[config.mk]
export PLATFORM = sky130hd
export DESIGN_NAME = mm_acc_collect_flat
export DESIGN_NICKNAME = d
export VERILOG_FILES = /design/src/rtl/mm_acc_collect_if.sv /design/src/rtl/mm_acc_collect.sv /design/src/flat_wrapper.sv
export SDC_FILE = /design/constraint.sdc
export NUM_CORES = 1
export LEC_CHECK = 0
export BUFFER_PORTS_ARGS = -buffer_cell sky130_fd_sc_hd__buf_4
export CAP_MARGIN = 20
export CORE_MARGIN = 5
export CORE_UTILIZATION = 55
export DETAILED_ROUTE_END_ITERATION = 8
export PLACE_DENSITY_LB_ADDON = 0.1
export SLEW_MARGIN = 10
export SYNTH_ARGS = -nofsm -noshare
export SYNTH_HDL_FRONTEND = slang
export SYNTH_SLANG_ARGS = --single-unit
[constraint.sdc]
create_clock -name clk -period 6.75 [get_ports clk]
set_input_delay 0.675 -clock clk [delete_from_list [all_inputs] [get_ports clk]]
set_output_delay 0.675 -clock clk [all_outputs]
set_load 0.05 [all_outputs]
[src/rtl/mm_acc_collect_if.sv]
`default_nettype none
// ============================================================================
//  Module      : mm_acc_collect_if
//  Description : Stream-in / result-out bundle for the dot-product collector.
//                The master side feeds products and consumes results; the
//                slave side is the collector itself.
//  Revision    : 1.0  initial release
// ============================================================================
interface mm_acc_collect_if #(
  parameter int DW        = 8,
  parameter int N         = 10,
  parameter int RES_DEPTH = 4
);
  localparam int ACC_W = 2*DW + $clog2(N);
  localparam int FCNT_W = $clog2(RES_DEPTH) + 1;

  logic              clear;
  logic              in_valid;
  logic [2*DW-1:0]   in_data;
  logic              in_last;
  logic              out_valid;
  logic              out_ready;
  logic [ACC_W-1:0]  out_data;
  logic [FCNT_W-1:0] fifo_count;
  logic              busy;
  logic              overflow;
  logic              len_err;

  modport master (
    output clear, in_valid, in_data, in_last, out_ready,
    input  out_valid, out_data, fifo_count, busy, overflow, len_err
  );

  modport slave (
    input  clear, in_valid, in_data, in_last, out_ready,
    output out_valid, out_data, fifo_count, busy, overflow, len_err
  );
endinterface
`default_nettype wire

[src/rtl/mm_acc_collect.sv]
`default_nettype none
// ============================================================================
//  Module      : mm_acc_collect
//  Description : Accumulates N unsigned products into one dot-product result
//                and queues finished results in a first-word-fall-through
//                FIFO with a valid/ready output.
//  Revision    : 1.0  initial release
// ============================================================================
module mm_acc_collect #(
  parameter int DW        = 8,
  parameter int N         = 10,
  parameter int RES_DEPTH = 4
) (
  input  logic             clk,
  input  logic             rst,
  mm_acc_collect_if.slave  io_bus
);

  // Accumulator is sized so that N full-scale products can never wrap.
  localparam int ACC_W  = 2*DW + $clog2(N);
  localparam int ECNT_W = (N > 1) ? $clog2(N) : 1;
  localparam int PTR_W  = (RES_DEPTH > 1) ? $clog2(RES_DEPTH) : 1;
  localparam int FCNT_W = PTR_W + 1;

  localparam logic [ECNT_W-1:0] c_LAST_IDX = ECNT_W'(N - 1);
  localparam logic [FCNT_W-1:0] c_FULL_CNT = FCNT_W'(RES_DEPTH);

  // --------------------------------------------------------------------------
  // Accumulator state
  // --------------------------------------------------------------------------
  logic [ACC_W-1:0]  r_acc;
  logic [ECNT_W-1:0] r_elem_cnt;

  // --------------------------------------------------------------------------
  // Result FIFO state
  // --------------------------------------------------------------------------
  logic [ACC_W-1:0]  r_mem [RES_DEPTH];
  logic [PTR_W-1:0]  r_wr_ptr;
  logic [PTR_W-1:0]  r_rd_ptr;
  logic [FCNT_W-1:0] r_count;
  logic              r_out_valid;

  // Sticky status flags
  logic r_overflow;
  logic r_len_err;

  // --------------------------------------------------------------------------
  // Combinational datapath
  // --------------------------------------------------------------------------
  logic              w_last_idx;
  logic [ACC_W-1:0]  w_acc_base;
  logic [ACC_W-1:0]  w_sum;
  logic              w_push;
  logic              w_pop;
  logic              w_full;
  logic              w_wr_en;
  logic              w_drop;
  logic              w_len_bad;
  logic [FCNT_W-1:0] w_count_nxt;

  // The current beat completes a vector when the counter sits on N-1.
  assign w_last_idx = (r_elem_cnt == c_LAST_IDX);

  // First beat of a vector starts from zero, so a finished sum never needs
  // an explicit reset of r_acc between vectors.
  assign w_acc_base = (r_elem_cnt == '0) ? '0 : r_acc;
  assign w_sum      = w_acc_base + ACC_W'(io_bus.in_data);

  // Clear has priority inside the sequential blocks, so these strobes need
  // not qualify with it.
  assign w_push    = io_bus.in_valid && w_last_idx;
  assign w_pop     = r_out_valid && io_bus.out_ready;
  assign w_full    = (r_count == c_FULL_CNT);
  // A simultaneous pop frees the head slot, so a full FIFO can still accept.
  assign w_wr_en   = w_push && (!w_full || w_pop);
  assign w_drop    = w_push && w_full && !w_pop;
  // in_last is only meaningful on a valid beat.
  assign w_len_bad = io_bus.in_valid && (io_bus.in_last != w_last_idx);

  // Next occupancy from the accepted write and the pop.
  always_comb begin
    w_count_nxt = r_count;
    case ({w_wr_en, w_pop})
      2'b10:   w_count_nxt = r_count + 1'b1;
      2'b01:   w_count_nxt = r_count - 1'b1;
      default: w_count_nxt = r_count;
    endcase
  end

  // --------------------------------------------------------------------------
  // Sequential logic
  // --------------------------------------------------------------------------

  // Accumulate valid beats and step the element counter modulo N.
  always_ff @(posedge clk or posedge rst) begin
    if (rst) begin
      r_acc      <= '0;
      r_elem_cnt <= '0;
    end else if (io_bus.clear) begin
      r_acc      <= '0;
      r_elem_cnt <= '0;
    end else if (io_bus.in_valid) begin
      r_acc      <= w_sum;
      r_elem_cnt <= w_last_idx ? '0 : r_elem_cnt + 1'b1;
    end
  end

  // FIFO pointers, occupancy and registered valid; storage written on push.
  always_ff @(posedge clk or posedge rst) begin
    if (rst) begin
      r_wr_ptr    <= '0;
      r_rd_ptr    <= '0;
      r_count     <= '0;
      r_out_valid <= 1'b0;
      for (int i = 0; i < RES_DEPTH; i++) begin
        r_mem[i] <= '0;
      end
    end else if (io_bus.clear) begin
      r_wr_ptr    <= '0;
      r_rd_ptr    <= '0;
      r_count     <= '0;
      r_out_valid <= 1'b0;
    end else begin
      if (w_wr_en) begin
        r_mem[r_wr_ptr] <= w_sum;
        r_wr_ptr        <= r_wr_ptr + 1'b1;
      end
      if (w_pop) begin
        r_rd_ptr <= r_rd_ptr + 1'b1;
      end
      r_count     <= w_count_nxt;
      r_out_valid <= (w_count_nxt != '0);
    end
  end

  // Sticky error flags; only reset or clear drops them.
  always_ff @(posedge clk or posedge rst) begin
    if (rst) begin
      r_overflow <= 1'b0;
      r_len_err  <= 1'b0;
    end else if (io_bus.clear) begin
      r_overflow <= 1'b0;
      r_len_err  <= 1'b0;
    end else begin
      if (w_drop) begin
        r_overflow <= 1'b1;
      end
      if (w_len_bad) begin
        r_len_err <= 1'b1;
      end
    end
  end

  // --------------------------------------------------------------------------
  // Outputs
  // --------------------------------------------------------------------------
  assign io_bus.out_valid  = r_out_valid;
  assign io_bus.out_data   = r_mem[r_rd_ptr];
  assign io_bus.fifo_count = r_count;
  assign io_bus.busy       = (r_elem_cnt != '0);
  assign io_bus.overflow   = r_overflow;
  assign io_bus.len_err    = r_len_err;

endmodule
`default_nettype wire
[src/flat_wrapper.sv]
// flat-port wrapper written by rule: the top's interface ports become plain ports
module mm_acc_collect_flat 
#(
  parameter int DW        = 8,
  parameter int N         = 10,
  parameter int RES_DEPTH = 4
)
  (clk, rst, io_bus_clear, io_bus_in_valid, io_bus_in_data, io_bus_in_last, io_bus_out_ready, io_bus_out_valid, io_bus_out_data, io_bus_fifo_count, io_bus_busy, io_bus_overflow, io_bus_len_err);
  mm_acc_collect_if #(.DW(DW), .N(N), .RES_DEPTH(RES_DEPTH)) io_bus_i ();
  input  logic clk;
  input  logic rst;
  input wire logic [$bits(io_bus_i.clear)-1:0] io_bus_clear;
  input wire logic [$bits(io_bus_i.in_valid)-1:0] io_bus_in_valid;
  input wire logic [$bits(io_bus_i.in_data)-1:0] io_bus_in_data;
  input wire logic [$bits(io_bus_i.in_last)-1:0] io_bus_in_last;
  input wire logic [$bits(io_bus_i.out_ready)-1:0] io_bus_out_ready;
  output wire logic [$bits(io_bus_i.out_valid)-1:0] io_bus_out_valid;
  output wire logic [$bits(io_bus_i.out_data)-1:0] io_bus_out_data;
  output wire logic [$bits(io_bus_i.fifo_count)-1:0] io_bus_fifo_count;
  output wire logic [$bits(io_bus_i.busy)-1:0] io_bus_busy;
  output wire logic [$bits(io_bus_i.overflow)-1:0] io_bus_overflow;
  output wire logic [$bits(io_bus_i.len_err)-1:0] io_bus_len_err;
  assign io_bus_i.clear = io_bus_clear;
  assign io_bus_i.in_valid = io_bus_in_valid;
  assign io_bus_i.in_data = io_bus_in_data;
  assign io_bus_i.in_last = io_bus_in_last;
  assign io_bus_i.out_ready = io_bus_out_ready;
  assign io_bus_out_valid = io_bus_i.out_valid;
  assign io_bus_out_data = io_bus_i.out_data;
  assign io_bus_fifo_count = io_bus_i.fifo_count;
  assign io_bus_busy = io_bus_i.busy;
  assign io_bus_overflow = io_bus_i.overflow;
  assign io_bus_len_err = io_bus_i.len_err;
  mm_acc_collect #(.DW(DW), .N(N), .RES_DEPTH(RES_DEPTH)) u_core (.clk(clk), .rst(rst), .io_bus(io_bus_i));
endmodule
==> impl_metrics.py, run 1 <==
metrics = {
    "cts": {
        "tritoncts": "done",
        "cts_sinks": 114,
        "clkTransAtPathRegs_ns": 0.06,
        "cts-htree-levels": 4,
        "clk_latency_ns": 0.41,
        "cts_setup_buffers": 0,
        "cts_resized": 0,
        "cts-hold-fix-buffers": 0,
        "cts_buffer_depth": 2,
        "cts_made_buffers": 17,
        "root_buffer": "clkbuf_16",
    },
    "worst_setup_path": {
        "cp.arrival_ns": 4.22,
        "crit_required_ns": 7.08,
        "setup.worst_path.class": "register to register",
        "startpoint_type": "register",
        "critical_path.max_fanout": 17,
        "worstSetupEndpointType": "register",
    },
    "yosys": {
        "async_flop_share_pct": 100,
        "synthFlopType": "dfrtp_1",
        "synth_nets": 708,
        "synth.cell_area_sq_um": 6340,
        "ys_types": 61,
        "yosysSeqAreaShare_pct": 45.0,
        "syn_avg_cell_area_sq_um": 9.60,
        "synth_seq_cells": 114,
        "synth_edf_count": 0,
        "synth_warnings": 0,
        "netlist_instances": 660,
    },
    "die": {
        "rows": 39,
        "die_y_um": 117,
        "core-area_sq_um": 11400,
        "die_x_um": 117,
        "ios": 49,
        "initial_utilization_pct": 55.7,
        "die_area_sq_um": 13800,
    },
    "sta": {
        "fin_skew_ns": 0.00597,
        "hold_viol": 0,
        "tightest_slew_ns": 1.07,
        "drv_slew": 0,
        "fmax_ghz": 0.257,
        "rsz0062_at_grt": "false",
        "fin_setup_tns_ns": 0,
        "min_period_ns": 3.89,
        "setup_slack_ns": 2.86,
        "hold_ws_ns": 0.279,
        "finalSetupViolations": 0,
        "slew_headroom_pct": 28.4,
        "min_period_over_period_pct": 57.6,
    },
    "final_layout": {
        "final_cells": 848,
        "n_antenna_cell": 0,
        "nets": 740,
        "fillers": 949,
        "drive_gt1_share_pct": 18.2,
        "finalCoreUtilization_pct": 64.9,
        "area.growth.synth_to_final_pct": 16.4,
    },
    "power": {
        "ir_worst_vdd_mv": 0.177,
        "p_sw_uw": 436,
        "p_sw_share_pct": 24.2,
        "p_leak_nw": 3.33,
        "seqPwrFrac_pct": 38.8,
        "p_per_area_nw_per_um2": 244,
        "combPwrFrac_pct": 9.3,
        "intPower_mw": 1.37,
        "pwr-share-clk_pct": 52.0,
    },
    "detailed_routing": {
        "detail-route-antenna-nets": 0,
        "drcViolationCount": 0,
        "met3_wirelength_um": 673,
        "drtIter0Drc": 330,
        "avgViaCountPerCell": 5.80,
        "wirelength_um": 14400,
        "wl_met1_um": 6730,
        "firstDrtPassIters": 5,
        "vias": 4915,
        "wire_per_inst_um": 17.0,
        "routed.top_layer": "met4",
        "route.met2.wl_um": 6830,
    },
    "status": {
        "status": "completed",
    },
    "place": {
        "port_buffers": 48,
        "gp_congestion": 0.871,
        "dp_cells": 815,
        "hpwl_um": 9420,
        "dpl_worst_slack_ns": 2.93,
    },
    "global_route": {
        "gr-total-overflow": 0,
        "first_global_vias": 4949,
        "antenna_found_initial": 0,
        "grt_max_degree": 80,
        "grt_pass1_wl_um": 24800,
        "groute.usage.overall_pct": 22.0,
    },
    "min_path": {
        "min-delay-path-class": "input pin to async pin",
    },
    "flow_run": {
        "cap_violations": 0,
    },
}
critical path: stages, from the launching register on:
cell	delay, ns
dfrtp_1	0.44
inv_1	0.10
ha_1	0.13
nor3b_2	0.14
buf_4	0.24
inv_1	0.26
and2_1	0.25
ha_1	0.40
a21oi_1	0.22
o21ai_1	0.12
a221o_1	0.32
a21oi_1	0.71
xnor2_1	0.27
o21ai_1	0.18
cell type report:
type                    count  area (sq um)  share of cell area, %
repair buffers             56           440                   5.97
inverters                  25          96.3                   1.31
clock buffers              19           433                   5.87
flip-flops and latches    114          2850                   38.7
clock inverters            13           184                   2.49
multi-input cells         478          3190                   43.3
well taps                 143           179                   2.42
layer usage:
metal / vias to the layer above / global-route usage (%)
met5: - / 0
met3: 11 / 5.20
met2: 101 / 34.7
met4: 0 / 6.45
met1: 2426 / 30.4
li1: 2377 / -
path summary, 6_finish.rpt:
path | slack [ns] | to | cells past startpoint | from
worst max-delay path | 2.86 | u_core.r_mem[16] | 13 | u_core.r_elem_cnt[0]
worst min-delay path | 0.28 | u_core.r_mem[44] | 2 | rst
worst max register to register | 2.86 | u_core.r_mem[16] | 13 | u_core.r_elem_cnt[0]
worst min register to register | 0.48 | u_core.r_mem[6] | 2 | u_core.r_mem[6]
max in group asynchronous | 5.50 | u_core.r_elem_cnt[2] | 4 | rst
min in group clk | 0.48 | u_core.r_mem[6] | 2 | u_core.r_mem[6]
cells by family (layout without fill, tap and decap cells):
kind of cell	after synthesis	count (layout)	synth area share, %
fa+ha+maj	26	26	5.37
simple gates	238	238	16.6
compound gates	158	158	15.7
buf+inv	68	113	4.62
flops	114	114	45.0
xor+xnor	19	19	2.63
mux	37	37	10.0
sequential cells by signal, summed over array words and instances, names as in the netlist:
register	cells
u_core.io_bus.len_err	1
u_core.io_bus.out_valid	1
u_core.r_elem_cnt	4
u_core.r_rd_ptr	2
u_core.r_acc	20
u_core.r_mem	80
u_core.io_bus.fifo_count	3
u_core.io_bus.overflow	1
u_core.r_wr_ptr	2
cells in the final DEF (no fill, tap or decap), types with 5 or more instances in the layout:
cell type    n
nand2_1    110
a21oi_1     30
nand3_1     14
mux2_2      10
nand4_1      6
nor3_1       8
a31oi_1      5
mux4_2      20
o21ai_1      5
xnor2_1      9
o22ai_1      5
nor2_1      58
clkbuf_16   17
xor2_1      10
buf_4       55
mux2i_1      6
ha_1        24
nand2b_1     6
inv_1       24
or3_1       11
dfrtp_1    114
o21ai_0     71
and2_1      11
synthesized netlist by cell type, types with 3 or more instances:
cell type	count	area, sq um
dfrtp_1	114	2850
nand2_1	110	413
o21ai_0	71	355
nor2_1	58	218
a21oi_1	30	150
clkbuf_1	27	101
inv_1	25	93.8
ha_1	24	300
mux4_2	20	450
nand3_1	14	70.1
and2_1	11	68.8
or3_1	11	68.8
mux2_2	10	113
xor2_1	10	87.6
buf_2	9	45.0
xnor2_1	9	78.8
nor3_1	8	40.0
mux2i_1	6	60.1
nand2b_1	6	37.5
nand4_1	6	37.5
a31oi_1	5	31.3
o21ai_1	5	25.0
o22ai_1	5	31.3
o211ai_1	4	30.0
o31ai_1	4	30.0
a21o_1	3	22.5
and3_1	3	18.8
buf_1	3	11.3
buf_6	3	33.8
o21bai_1	3	22.5
power groups by stage:
stage	Sequential, mW	Combinational (mW)	Clock, mW
detailed placement	0.710	0.164	0
finish	0.699	0.167	0.937
floorplan	0.710	0.118	0
CTS	0.699	0.165	0.950
global route	0.700	0.186	0.990
global placement	0.710	0.161	0
per-stage QoR:
step | power, mW | instance area, sq um
after floorplan | 0.829 | 6340
after global placement | 0.871 | 6730
after detailed placement | 0.875 | 6730
after CTS | 1.81 | 7350
after global routing | 1.88 | 7380
final | 1.80 | 7380
No activity file was read; power rests on OpenSTA's default activity.
==> run 2, diff against run 1 <==
==> constraint.sdc (replaced) <==
create_clock -name clk -period 3.9 [get_ports clk]
set_input_delay 0.39 -clock clk [delete_from_list [all_inputs] [get_ports clk]]
set_output_delay 0.39 -clock clk [all_outputs]
set_load 0.05 [all_outputs]
==> run 2 against run 1 <==
Against the previous run:
- first-iteration DRC count increased by 8.8%
- hold slack got worse by 0.19 ns
- clock skew increased by 0.0062 ns
- utilization decreased by 0.88 points
- die area unchanged
- register-to-register slack got worse by 2.5 ns
- sequential power increased by 73%
- global-route usage decreased by 0.070 points
- fmax increased by 9.1%
- cell count decreased by 0.35%
- largest cell class unchanged
- largest power group unchanged
==> impl_metrics.py, run 2 (synthesis results as in run 1) <==
metrics = {
    "status": {
        "status": "completed",
    },
    "die": {
        "die_area_sq_um": 13800,
        "initial_utilization_pct": 55.7,
        "rows": 39,
        "core-area_sq_um": 11400,
        "ios": 49,
        "die_x_um": 117,
        "die_y_um": 117,
    },
    "global_route": {
        "grt_pass1_wl_um": 24700,
        "grt_max_degree": 56,
        "first_global_vias": 4908,
        "groute.usage.overall_pct": 21.9,
        "gr-total-overflow": 0,
        "antenna_found_initial": 0,
    },
    "detailed_routing": {
        "wirelength_um": 14600,
        "drtIter0Drc": 359,
        "drcViolationCount": 0,
        "avgViaCountPerCell": 5.83,
        "wire_per_inst_um": 17.3,
        "detail-route-antenna-nets": 0,
        "vias": 4924,
        "firstDrtPassIters": 4,
    },
    "cts": {
        "tritoncts": "done",
        "cts-htree-levels": 4,
        "clk_latency_ns": 0.40,
        "cts_resized": 0,
        "cts_sinks": 114,
        "cts-hold-fix-buffers": 0,
        "cts_buffer_depth": 2,
        "cts_made_buffers": 17,
        "root_buffer": "clkbuf_16",
        "cts_setup_buffers": 0,
        "clkTransAtPathRegs_ns": 0.05,
    },
    "sta": {
        "fin_setup_tns_ns": 0,
        "tightest_slew_ns": 1.01,
        "finalSetupViolations": 0,
        "fmax_ghz": 0.281,
        "fin_skew_ns": 0.0121,
        "hold_viol": 0,
        "rsz0062_at_grt": "false",
        "min_period_ns": 3.56,
        "slew_headroom_pct": 32.4,
        "drv_slew": 0,
        "min_period_over_period_pct": 91.4,
    },
    "worst_setup_path": {
        "cp_slowest_stage_delay_ns": 0.42,
        "r2r_slack_ns": 0.34,
        "crit_required_ns": 4.16,
        "cp.arrival_ns": 3.82,
        "r2r_cells": 15,
        "crit_top_cell": "inv_1",
        "crit_start": "u_core.r_elem_cnt[0]",
        "critical_path.max_fanout": 15,
        "crit_slowest_cell": "dfrtp_1",
        "setup.worst_path.class": "register to register",
        "r2r-start": "u_core.r_elem_cnt[0]",
        "crit_path_cell_trace": "inv_1 > ha_1 > nor3b_2 > inv_1 > and2_1 > ha_1 > inv_1 > fa_1 > nand2b_1 > a21o_1 > a31oi_1 > a21oi_1 > buf_4 > xnor2_1 > o21ai_1",
        "startpoint_type": "register",
        "r2r-end": "u_core.r_mem[16]",
        "worstSetupEndpointType": "register",
    },
    "power": {
        "p_sw_share_pct": 24.3,
        "p_sw_uw": 702,
        "p_per_area_nw_per_um2": 396,
        "ir_worst_vdd_mv": 0.401,
        "p_leak_nw": 3.29,
        "pwr-share-clk_pct": 48.0,
        "seqPwrFrac_pct": 41.9,
        "combPwrFrac_pct": 10.0,
        "intPower_mw": 2.18,
    },
    "place": {
        "gp_congestion": 0.922,
        "port_buffers": 48,
        "dp_cells": 818,
        "hpwl_um": 10000,
    },
    "final_layout": {
        "final_common_cell": "dfrtp_1",
        "fillers": 934,
        "register_area_sq_um": 2850,
        "top_register": "u_core.r_mem",
        "nets": 742,
        "final_cell_mix": "114 x dfrtp_1, 110 x nand2_1, 71 x o21ai_0",
        "n_antenna_cell": 0,
        "largest_register_ffs": 80,
        "drive_gt1_share_pct": 17.8,
        "area.growth.synth_to_final_pct": 14.8,
        "multi_input_area_sq_um": 3190,
        "final_cells": 845,
        "largest_registers": "u_core.r_mem: 80 flops, u_core.r_acc: 20 flops, u_core.r_elem_cnt: 4 flops",
    },
    "flow_run": {
        "cap_violations": 0,
    },
    "min_path": {
        "min-delay-path-class": "input pin to async pin",
    },
}
[run 2: through the flow]
step                      setup WS (ns)  hold slack, ns  power (mW)  instance area [sq um]  util (%)
after floorplan                   0.217           0.443        1.43                   6340         -
after global placement            0.519           0.457        1.51                   6760      59.4
after detailed placement          0.399           0.466        1.52                   6760      59.4
after CTS                         0.373           0.112        2.91                   7280      64.0
after global routing              0.128           0.133        3.00                   7280      64.0
final                             0.337          0.0905        2.88                   7280      64.0
[run 2: power groups by stage]
stage | logic [mW] | clock network (mW) | registers, mW
5_1_grt | 0.323 | 1.47 | 1.21
4_1_cts | 0.289 | 1.41 | 1.21
2_1_floorplan | 0.205 | 0 | 1.23
6_report | 0.289 | 1.39 | 1.21
3_3_place_gp | 0.281 | 0 | 1.23
3_5_place_dp | 0.287 | 0 | 1.23
[run 2: worst max-delay path, delay by kind of cell, from the launching register on]
| family | cells | cell delay [ns] |
|---|---|---|
| adders and majority gates | 3 | 0.75 |
| buffers and inverters | 4 | 0.69 |
| AOI/OAI and AO/OA | 4 | 0.66 |
| and+or+nand+nor | 3 | 0.54 |
| DFF | 1 | 0.42 |
| xor gates and xnor gates | 1 | 0.37 |
[run 2: cell type report]
type	instances	area share, %
clock buffers	21	6.33
clock inverters	6	0.842
inverters	25	1.32
multi-input cells	478	43.9
flip-flops and latches	114	39.2
well taps	143	2.46
repair buffers	58	5.98
[run 2: worst max-delay path by stage]
stage / to / cells after the start
global placement: u_core.r_acc[18] / 15
CTS: u_core.r_acc[18] / 15
global route: u_core.r_mem[12] / 14
floorplan: u_core.r_acc[14] / 15
detailed placement: u_core.r_mem[16] / 15
finish: u_core.r_mem[16] / 15
[run 2: metal layers]
layer	track usage, %	part of all wire [%]	vias to the layer above
li1	-	-	2373
met1	29.6	46	2413
met2	34.9	48	120
met3	5.82	4.9	18
met4	6.31	1.4	0
met5	0	0	-
==> run 3, diff against run 2 <==
--- a/config.mk
+++ b/config.mk
@@ -9,6 +9,8 @@
 export CAP_MARGIN = 20
 export CORE_MARGIN = 5
 export CORE_UTILIZATION = 55
+export CTS_BUF_LIST = sky130_fd_sc_hd__clkbuf_4 sky130_fd_sc_hd__clkbuf_8
+export CTS_CLUSTER_SIZE = 20
 export DETAILED_ROUTE_END_ITERATION = 8
 export PLACE_DENSITY_LB_ADDON = 0.1
 export SLEW_MARGIN = 10
==> run 3 against run 2 <==
Against the previous run:
- clock skew grew 0.0064 ns
- register-to-register slack improved by 0.02 ns
- via count shrank 1.4%
- fmax up 0.58%
- non-clock buffer count stayed put
- sequential share of layout area increased by 1.0 points
- power shrank 14%
- sequential power hardly changed
- largest cell class unchanged
==> impl_metrics.py, run 3 (synthesis results as in run 1) <==
metrics = {
    "status": {
        "status": "completed",
    },
    "die": {
        "ios": 49,
        "die_y_um": 117,
        "rows": 39,
        "core-area_sq_um": 11400,
        "die_area_sq_um": 13800,
        "die_x_um": 117,
        "initial_utilization_pct": 55.7,
    },
    "min_path": {
        "min-delay-path-class": "input pin to async pin",
    },
    "global_route": {
        "groute.usage.overall_pct": 21.6,
        "grt_max_degree": 56,
        "first_global_vias": 4833,
        "gr-total-overflow": 0,
        "grt_pass1_wl_um": 24200,
        "antenna_found_initial": 0,
    },
    "detailed_routing": {
        "wirelength_um": 14400,
        "drtIter0Drc": 310,
        "vias": 4857,
        "detail-route-antenna-nets": 0,
        "drcViolationCount": 0,
        "firstDrtPassIters": 4,
        "avgViaCountPerCell": 5.75,
        "wire_per_inst_um": 17.0,
    },
    "cts": {
        "clk_latency_ns": 0.43,
        "cts_buffer_depth": 2,
        "root_buffer": "clkbuf_8",
        "cts_resized": 0,
        "tritoncts": "done",
        "clkTransAtPathRegs_ns": 0.07,
        "cts-hold-fix-buffers": 0,
        "cts_sinks": 114,
        "cts-htree-levels": 4,
        "cts_setup_buffers": 0,
        "cts_made_buffers": 17,
    },
    "worst_setup_path": {
        "r2r_cells": 15,
        "startpoint_type": "register",
        "setup.worst_path.class": "register to register",
        "crit_required_ns": 4.19,
        "crit_slowest_cell": "dfrtp_1",
        "r2r-start": "u_core.r_elem_cnt[0]",
        "crit_path_cell_trace": "inv_1 > ha_1 > nor3b_2 > inv_1 > and2_1 > ha_1 > inv_1 > fa_1 > nand2b_1 > a21o_1 > a31oi_1 > a21oi_1 > buf_4 > xnor2_1 > o21ai_1",
        "crit_start": "u_core.r_elem_cnt[0]",
        "cp_slowest_stage_delay_ns": 0.42,
        "worstSetupEndpointType": "register",
        "r2r-end": "u_core.r_mem[16]",
        "crit_top_cell": "inv_1",
        "crit_path_end": "u_core.r_mem[16]",
        "cp.arrival_ns": 3.83,
        "r2r_slack_ns": 0.36,
        "critical_path.max_fanout": 15,
    },
    "sta": {
        "fmax_ghz": 0.282,
        "fin_skew_ns": 0.0185,
        "drv_slew": 0,
        "hold_ws_ns": 0.0653,
        "hold_viol": 0,
        "rsz0062_at_grt": "false",
        "slew_headroom_pct": 31.8,
        "finalSetupViolations": 0,
        "fin_setup_tns_ns": 0,
        "setup_slack_ns": 0.358,
        "min_period_ns": 3.54,
        "tightest_slew_ns": 1.02,
        "min_period_over_period_pct": 90.8,
    },
    "final_layout": {
        "area.growth.synth_to_final_pct": 11.9,
        "largest_registers": "u_core.r_mem: 80 flops, u_core.r_acc: 20 flops, u_core.r_elem_cnt: 4 flops",
        "final_area_sq_um": 7090,
        "top_register": "u_core.r_mem",
        "final_cells": 845,
        "n_antenna_cell": 0,
        "nets": 742,
        "fillers": 963,
        "register_area_sq_um": 2850,
        "final_cell_mix": "114 x dfrtp_1, 110 x nand2_1, 71 x o21ai_0",
        "multi_input_area_sq_um": 3190,
        "final_common_cell": "dfrtp_1",
        "largest_register_ffs": 80,
        "drive_gt1_share_pct": 18.1,
        "finalCoreUtilization_pct": 62.4,
    },
    "power": {
        "finalPower_mw": 2.47,
        "ir_worst_vdd_mv": 0.301,
        "p_per_area_nw_per_um2": 349,
        "p_leak_nw": 3.21,
    },
    "place": {
        "port_buffers": 48,
        "hpwl_um": 10000,
        "dpl_worst_slack_ns": 0.399,
        "dp_cells": 818,
        "gp_congestion": 0.922,
        "placed_cell_area_sq_um": 6760,
    },
    "flow_run": {
        "cap_violations": 0,
    },
}
## run 3: metal layers
| layer | share of wire [%] | global-route usage [%] | up-vias | routed length (um) |
|---|---|---|---|---|
| li1 | - | - | 2376 | - |
| met1 | 46 | 29.1 | 2359 | 6590 |
| met2 | 48 | 33.9 | 104 | 6840 |
| met3 | 5.2 | 6.35 | 18 | 754 |
| met4 | 1.3 | 6.38 | 0 | 189 |
| met5 | 0 | 0 | - | 0 |
## run 3: area by class of cell
| cell class | instances | area share [%] |
|---|---|---|
| Timing Repair Buffer | 58 | 6.14 |
| Multi-Input combinational cell | 478 | 45.0 |
| Sequential cell | 114 | 40.2 |
| Clock inverter | 6 | 0.864 |
| Inverter | 25 | 1.36 |
| Clock buffer | 21 | 3.90 |
| Tap cell | 143 | 2.52 |
## run 3: critical path, delay by kind of cell, from the launching register on
family | cells | cell delay (ns)
AOI/OAI and AO/OA | 4 | 0.66
DFF | 1 | 0.42
buffers and inverters | 4 | 0.70
xor gates and xnor gates | 1 | 0.36
adders and majority gates | 3 | 0.74
and+or+nand+nor | 3 | 0.53
## run 3: how the worst min path moves through the flow
| stage | startpoint | endpoint |
|---|---|---|
| after floorplan | u_core.r_mem[39] | u_core.r_mem[39] |
| after global placement | u_core.r_mem[71] | u_core.r_mem[71] |
| after detailed placement | u_core.r_mem[14] | u_core.r_mem[14] |
| after CTS | rst | u_core.r_mem[43] |
| after global routing | rst | u_core.r_mem[43] |
| final | rst | u_core.r_mem[43] |
## run 3: power breakdown
part           switching [mW]  internal [mW]
Combinational           0.193         0.0951
Sequential            0.00855           1.20
Clock                   0.448          0.530
Total                   0.650           1.82
